`src/rtl/fetch_stage.sv`:
```
// Instruction-fetch stage and IF/ID register for the pipelined RV32I core.
// Single-outstanding req/ack fetch with a one-entry skid buffer and redirect discard.
module fetch_stage #(
    parameter logic [31:0] RESET_PC  = 32'h0000_0000,
    parameter logic [31:0] NOP_INSTR = 32'h0000_0013
) (
    input  logic        CLK,
    input  logic        RST_N,
    input  logic        stallD,
    input  logic        pcsrcE,
    input  logic [31:0] pctargetE,
    output logic        imem_req,
    output logic [31:0] imem_addr,
    input  logic        imem_ack,
    input  logic [31:0] imem_rdata,
    output logic [31:0] instrD,
    output logic [31:0] pcD,
    output logic [31:0] pcplus4D,
    output logic        validD
);

    typedef enum logic [1:0] {
        FETCH   = 2'd0,
        HOLD    = 2'd1,
        DISCARD = 2'd2
    } state_t;

    state_t      state_q, state_d;
    logic [31:0] addr_q, addr_d;
    logic [31:0] redir_q, redir_d;
    logic [31:0] buf_q, buf_d;
    logic [31:0] instr_q, instr_d;
    logic [31:0] pc_q, pc_d;
    logic [31:0] pcplus4_q, pcplus4_d;
    logic        valid_q, valid_d;

    logic [31:0] target;
    logic [31:0] addr_plus4;

    // Redirect targets are always word aligned.
    assign target     = pctargetE & 32'hFFFF_FFFC;
    assign addr_plus4 = addr_q + 32'd4;

    assign imem_req  = RST_N && (state_q != HOLD);
    assign imem_addr = addr_q;

    assign instrD   = instr_q;
    assign pcD      = pc_q;
    assign pcplus4D = pcplus4_q;
    assign validD   = valid_q;

    always_comb begin
        state_d   = state_q;
        addr_d    = addr_q;
        redir_d   = redir_q;
        buf_d     = buf_q;
        instr_d   = instr_q;
        pc_d      = pc_q;
        pcplus4_d = pcplus4_q;
        valid_d   = valid_q;

        case (state_q)
            FETCH: begin
                if (pcsrcE) begin
                    instr_d = NOP_INSTR;
                    valid_d = 1'b0;
                    if (imem_ack) begin
                        addr_d = target;
                    end else begin
                        redir_d = target;
                        state_d = DISCARD;
                    end
                end else if (imem_ack && !stallD) begin
                    instr_d   = imem_rdata;
                    pc_d      = addr_q;
                    pcplus4_d = addr_plus4;
                    valid_d   = 1'b1;
                    addr_d    = addr_plus4;
                end else if (imem_ack) begin
                    buf_d   = imem_rdata;
                    state_d = HOLD;
                end else if (!stallD) begin
                    instr_d = NOP_INSTR;
                    valid_d = 1'b0;
                end
            end

            HOLD: begin
                if (pcsrcE) begin
                    instr_d = NOP_INSTR;
                    valid_d = 1'b0;
                    addr_d  = target;
                    state_d = FETCH;
                end else if (!stallD) begin
                    instr_d   = buf_q;
                    pc_d      = addr_q;
                    pcplus4_d = addr_plus4;
                    valid_d   = 1'b1;
                    addr_d    = addr_plus4;
                    state_d   = FETCH;
                end
            end

            DISCARD: begin
                // The stale response must still be consumed before the new fetch.
                if (pcsrcE) begin
                    redir_d = target;
                end
                if (imem_ack) begin
                    addr_d  = pcsrcE ? target : redir_q;
                    state_d = FETCH;
                end
                if (!stallD) begin
                    instr_d = NOP_INSTR;
                    valid_d = 1'b0;
                end
            end

            default: begin
                state_d = FETCH;
            end
        endcase
    end

    always_ff @(posedge CLK) begin
        if (!RST_N) begin
            state_q   <= FETCH;
            addr_q    <= RESET_PC;
            redir_q   <= 32'd0;
            buf_q     <= 32'd0;
            instr_q   <= NOP_INSTR;
            pc_q      <= 32'd0;
            pcplus4_q <= 32'd0;
            valid_q   <= 1'b0;
        end else begin
            state_q   <= state_d;
            addr_q    <= addr_d;
            redir_q   <= redir_d;
            buf_q     <= buf_d;
            instr_q   <= instr_d;
            pc_q      <= pc_d;
            pcplus4_q <= pcplus4_d;
            valid_q   <= valid_d;
        end
    end

endmodule

```
`config.mk`:
```
export PLATFORM = sky130hd
export DESIGN_NAME = fetch_stage
export DESIGN_NICKNAME = d
export VERILOG_FILES = /design/src/rtl/fetch_stage.sv
export SDC_FILE = /design/constraint.sdc
export NUM_CORES = 1
export LEC_CHECK = 0
export CAP_MARGIN = 20
export CORE_MARGIN = 2
export CORE_UTILIZATION = 30
export DETAILED_ROUTE_END_ITERATION = 12
export PLACE_DENSITY_LB_ADDON = 0.05
export REMOVE_ABC_BUFFERS = 1
export SYNTH_ARGS = -nofsm -noshare
export SYNTH_HDL_FRONTEND = slang
export SYNTH_SLANG_ARGS = --single-unit
```
`constraint.sdc`:
```
create_clock -name CLK -period 2.9 [get_ports CLK]
set_clock_uncertainty 0.05 [all_clocks]
set_input_delay 0.435 -clock CLK [delete_from_list [all_inputs] [get_ports CLK]]
set_output_delay 0.435 -clock CLK [all_outputs]
set_load 0.05 [all_outputs]
```
==> results_dict.tcl <==
set metrics [dict create \
    synth_top_family_by_area "compound AO/OA/AOI/OAI gates" \
    multiInputGateArea_um2 4400 \
    cp.required_ps 2410 \
    cts_sinks 193 \
    seq_area_frac_synth 0.443 \
    critPathBufInv 1 \
    cp.arrival_ps 1950 \
    post-cts-setup-buffers 0 \
    synth_top_area_frac 0.443 \
    power_density_nw_per_um2 555 \
    crit-reg2reg-launch "state_q[1]" \
    root_buffer "clkbuf_16" \
    grt_max_degree 63 \
    clk_latency_ps 430 \
    setup_violations 0 \
    relSlewSlack 0.543 \
    rsz0062_at_grt "no" \
    synth_area_um2 8710 \
    cts-htree-levels 4 \
    startpoint "imem_addr[11]" \
    gp_congestion 0.769 \
    synth_compound_area_frac 0.252 \
    synthFlopType "dfxtp_1" \
    cts_resized 0 \
    critical_path.top_delay_family "buffers and inverters" \
    first_pass_iters 4 \
    viasPerCell 4.98 \
    holdPathStages 3 \
    start_util 0.304 \
    yosys.area_share.simple 0.210 \
    synth-edff-count 0 \
    core_um2 28600 \
    seqPwrFrac 0.443 \
    clockPowerShare 0.357 \
    antenna_found_initial 2 \
    layout-drive-gt1-share 0.0690 \
    synth_fa_ha_area_frac 0.00718 \
    yosysTopAreaCell "dfxtp_1" \
    synth-async-reset-ratio 0 \
    synth_area_leaders "dfxtp_1, nand2_1, a21oi_1" \
    crit_fanout 9 \
    status "completed" \
    switchingPower_uw 2050 \
    synthMuxAreaShare 0.00574 \
    start_kind "register" \
    hold_viol 0 \
    maxCapViolCount 0 \
    die_w_um 174 \
    cpMaxStageDelayCell "clkdlybuf4s50_1" \
    cts_tree "done" \
    rows 62 \
    regToRegEndpoint "imem_addr[8]" \
    area.growth.synth_to_final_pct 34.3 \
    dp_hpwl_um 19000 \
    drc 0 \
    hold_buffers 0 \
    pin_count 199 \
    pwr-share-comb 0.199 \
    synth_seq_cells 193 \
    internal_power_uw 4440 \
    hold_class "primary input to register" \
    cts_max_path_buffers 2 \
    ff2ff_path_depth 8 \
    layout_common_cells "nand2_1, dfxtp_1, clkdlybuf4s50_1" \
    die_height_um 174 \
    final_antenna_net_count 0 \
    yosys_warnings 0 \
    nFillCells 2895 \
    cts_buffers 17 \
    routed_wl_um 29100 \
    max_stage_delay_ps 900 \
    drt_iter0_drc 477 \
    avgSynthCellArea_um2 7.84 \
    worst_pin_slew_ps 686 \
    ff2ff_setup_slack_ps 630 \
    sw_frac_of_total 0.316 \
    grt_pass1_wl_um 46800 \
    vias 8272 \
    synth-xor-area-share 0.0261 \
    seqCellArea_um2 3860 \
    end_kind "primary output" \
    crit_type "register to primary output" \
    wl_per_cell_um 17.5 \
    io_buffer_count 196 \
    final_common_cell "nand2_1" \
    cp_cell_sequence "clkdlybuf4s50_1" \
    synthCells 1112 \
    first_global_vias 8213 \
    nets 1338 \
    maxSlewViolCount 0 \
    fin_cells 1661 \
    finalPower_uw 6490 \
    irDropWorstVdd_v 0.000277 \
    fin_crit_ps 2440 \
    place_inst 1629 \
    hold_path_end "imem_addr[11]" \
    ys_types 60 \
    overflow 0 \
    track_usage 0.193 \
    worstHoldStart "RST_N" \
    fin_crit_sh 0.840 \
    leakage_uw 0.00407 \
    path_clk_slew_ps 80 \
    dieArea_um2 30400 \
    max_clock_freq_ghz 0.411 \
]
==> metal layers <==
metal,part of all wire,track usage,vias up
met5,0.00045,0,-
met4,0.011,0.0445,2
met3,0.067,0.0577,17
met2,0.47,0.323,206
met1,0.45,0.244,3862
li1,-,-,4185
==> worst max path at each step <==
| stage | slack (ps) | cells past startpoint | endpoint |
|---|---|---|---|
| after floorplan | -1760 | 2 | imem_req |
| after CTS | 440 | 1 | imem_addr[11] |
| after global placement | 320 | 7 | imem_addr[8] |
| after global routing | 420 | 1 | imem_addr[11] |
| final | 460 | 1 | imem_addr[11] |
| after detailed placement | 290 | 7 | imem_addr[31] |
==> registers in the layout, summed over array words and instances (netlist names) <==
signal and count:
buf_q 32, imem_addr 32, instrD 32, pcD 32
redir_q 32, pcplus4D 30, state_q 2, validD 1
==> stage by stage <==
step / util / TNS [ps] / instance area [µm²] / hold slack [ps] / worst slack [ps]
6_report: 0.409 / 0 / 11700 / 355 / 464
5_1_grt: 0.409 / 0 / 11700 / 372 / 420
4_1_cts: 0.409 / 0 / 11700 / 334 / 445
3_5_place_dp: 0.389 / 0 / 11100 / 394 / 291
3_3_place_gp: 0.389 / 0 / 11100 / 388 / 323
2_1_floorplan: - / -109770 / 8280 / 382 / -1760
==> kinds of logic after synthesis <==
logic type      count (synthesis)
buf+inv                       118
mux                             5
simple gates                  420
flops                         193
xor+xnor                       26
compound gates                345
fa+ha+maj                       5
==> Yosys cell counts, drive strengths merged (5+ instances only) <==
master	count
a211oi	17
a21oi	148
a22o	29
a22oi	31
a31oi	9
and2	8
and3	17
and4	6
buf	27
clkbuf	78
dfxtp	193
ha	5
inv	12
mux2i	5
nand2	244
nand3	23
nand4	15
nor2	73
nor2b	5
nor3	10
o211ai	7
o21ai	54
o221ai	5
o31a	5
xnor2	6
xor2	20
==> worst reg2reg max path, cell delays in order, from the launching register on <==
cell and delay [ps]:
dfxtp_1 340, inv_1 140, ha_1 410, nor2_1 160
o221ai_2 190, buf_4 320, buf_4 240, o21ai_0 100
a41o_1 200
==> power groups by stage <==
| stage | Combinational, µW | Sequential (µW) | Clock [µW] |
|---|---|---|---|
| 2_1_floorplan | 447 | 3220 | 0 |
| 3_3_place_gp | 1300 | 2940 | 0 |
| 3_5_place_dp | 1310 | 2940 | 0 |
| 4_1_cts | 1310 | 2880 | 2410 |
| 5_1_grt | 1400 | 2900 | 2510 |
| 6_report | 1290 | 2880 | 2320 |
==> layout make-up <==
cell class,count,share of cell area
inverter,13,0.00460
antenna,1,0.000214
timing repair buffer,238,0.200
sequential,193,0.330
multi-input combinational,801,0.376
clock buffer,19,0.0370
tap,384,0.0411
clock inverter,12,0.0108
(Power assumes the default switching activity.)
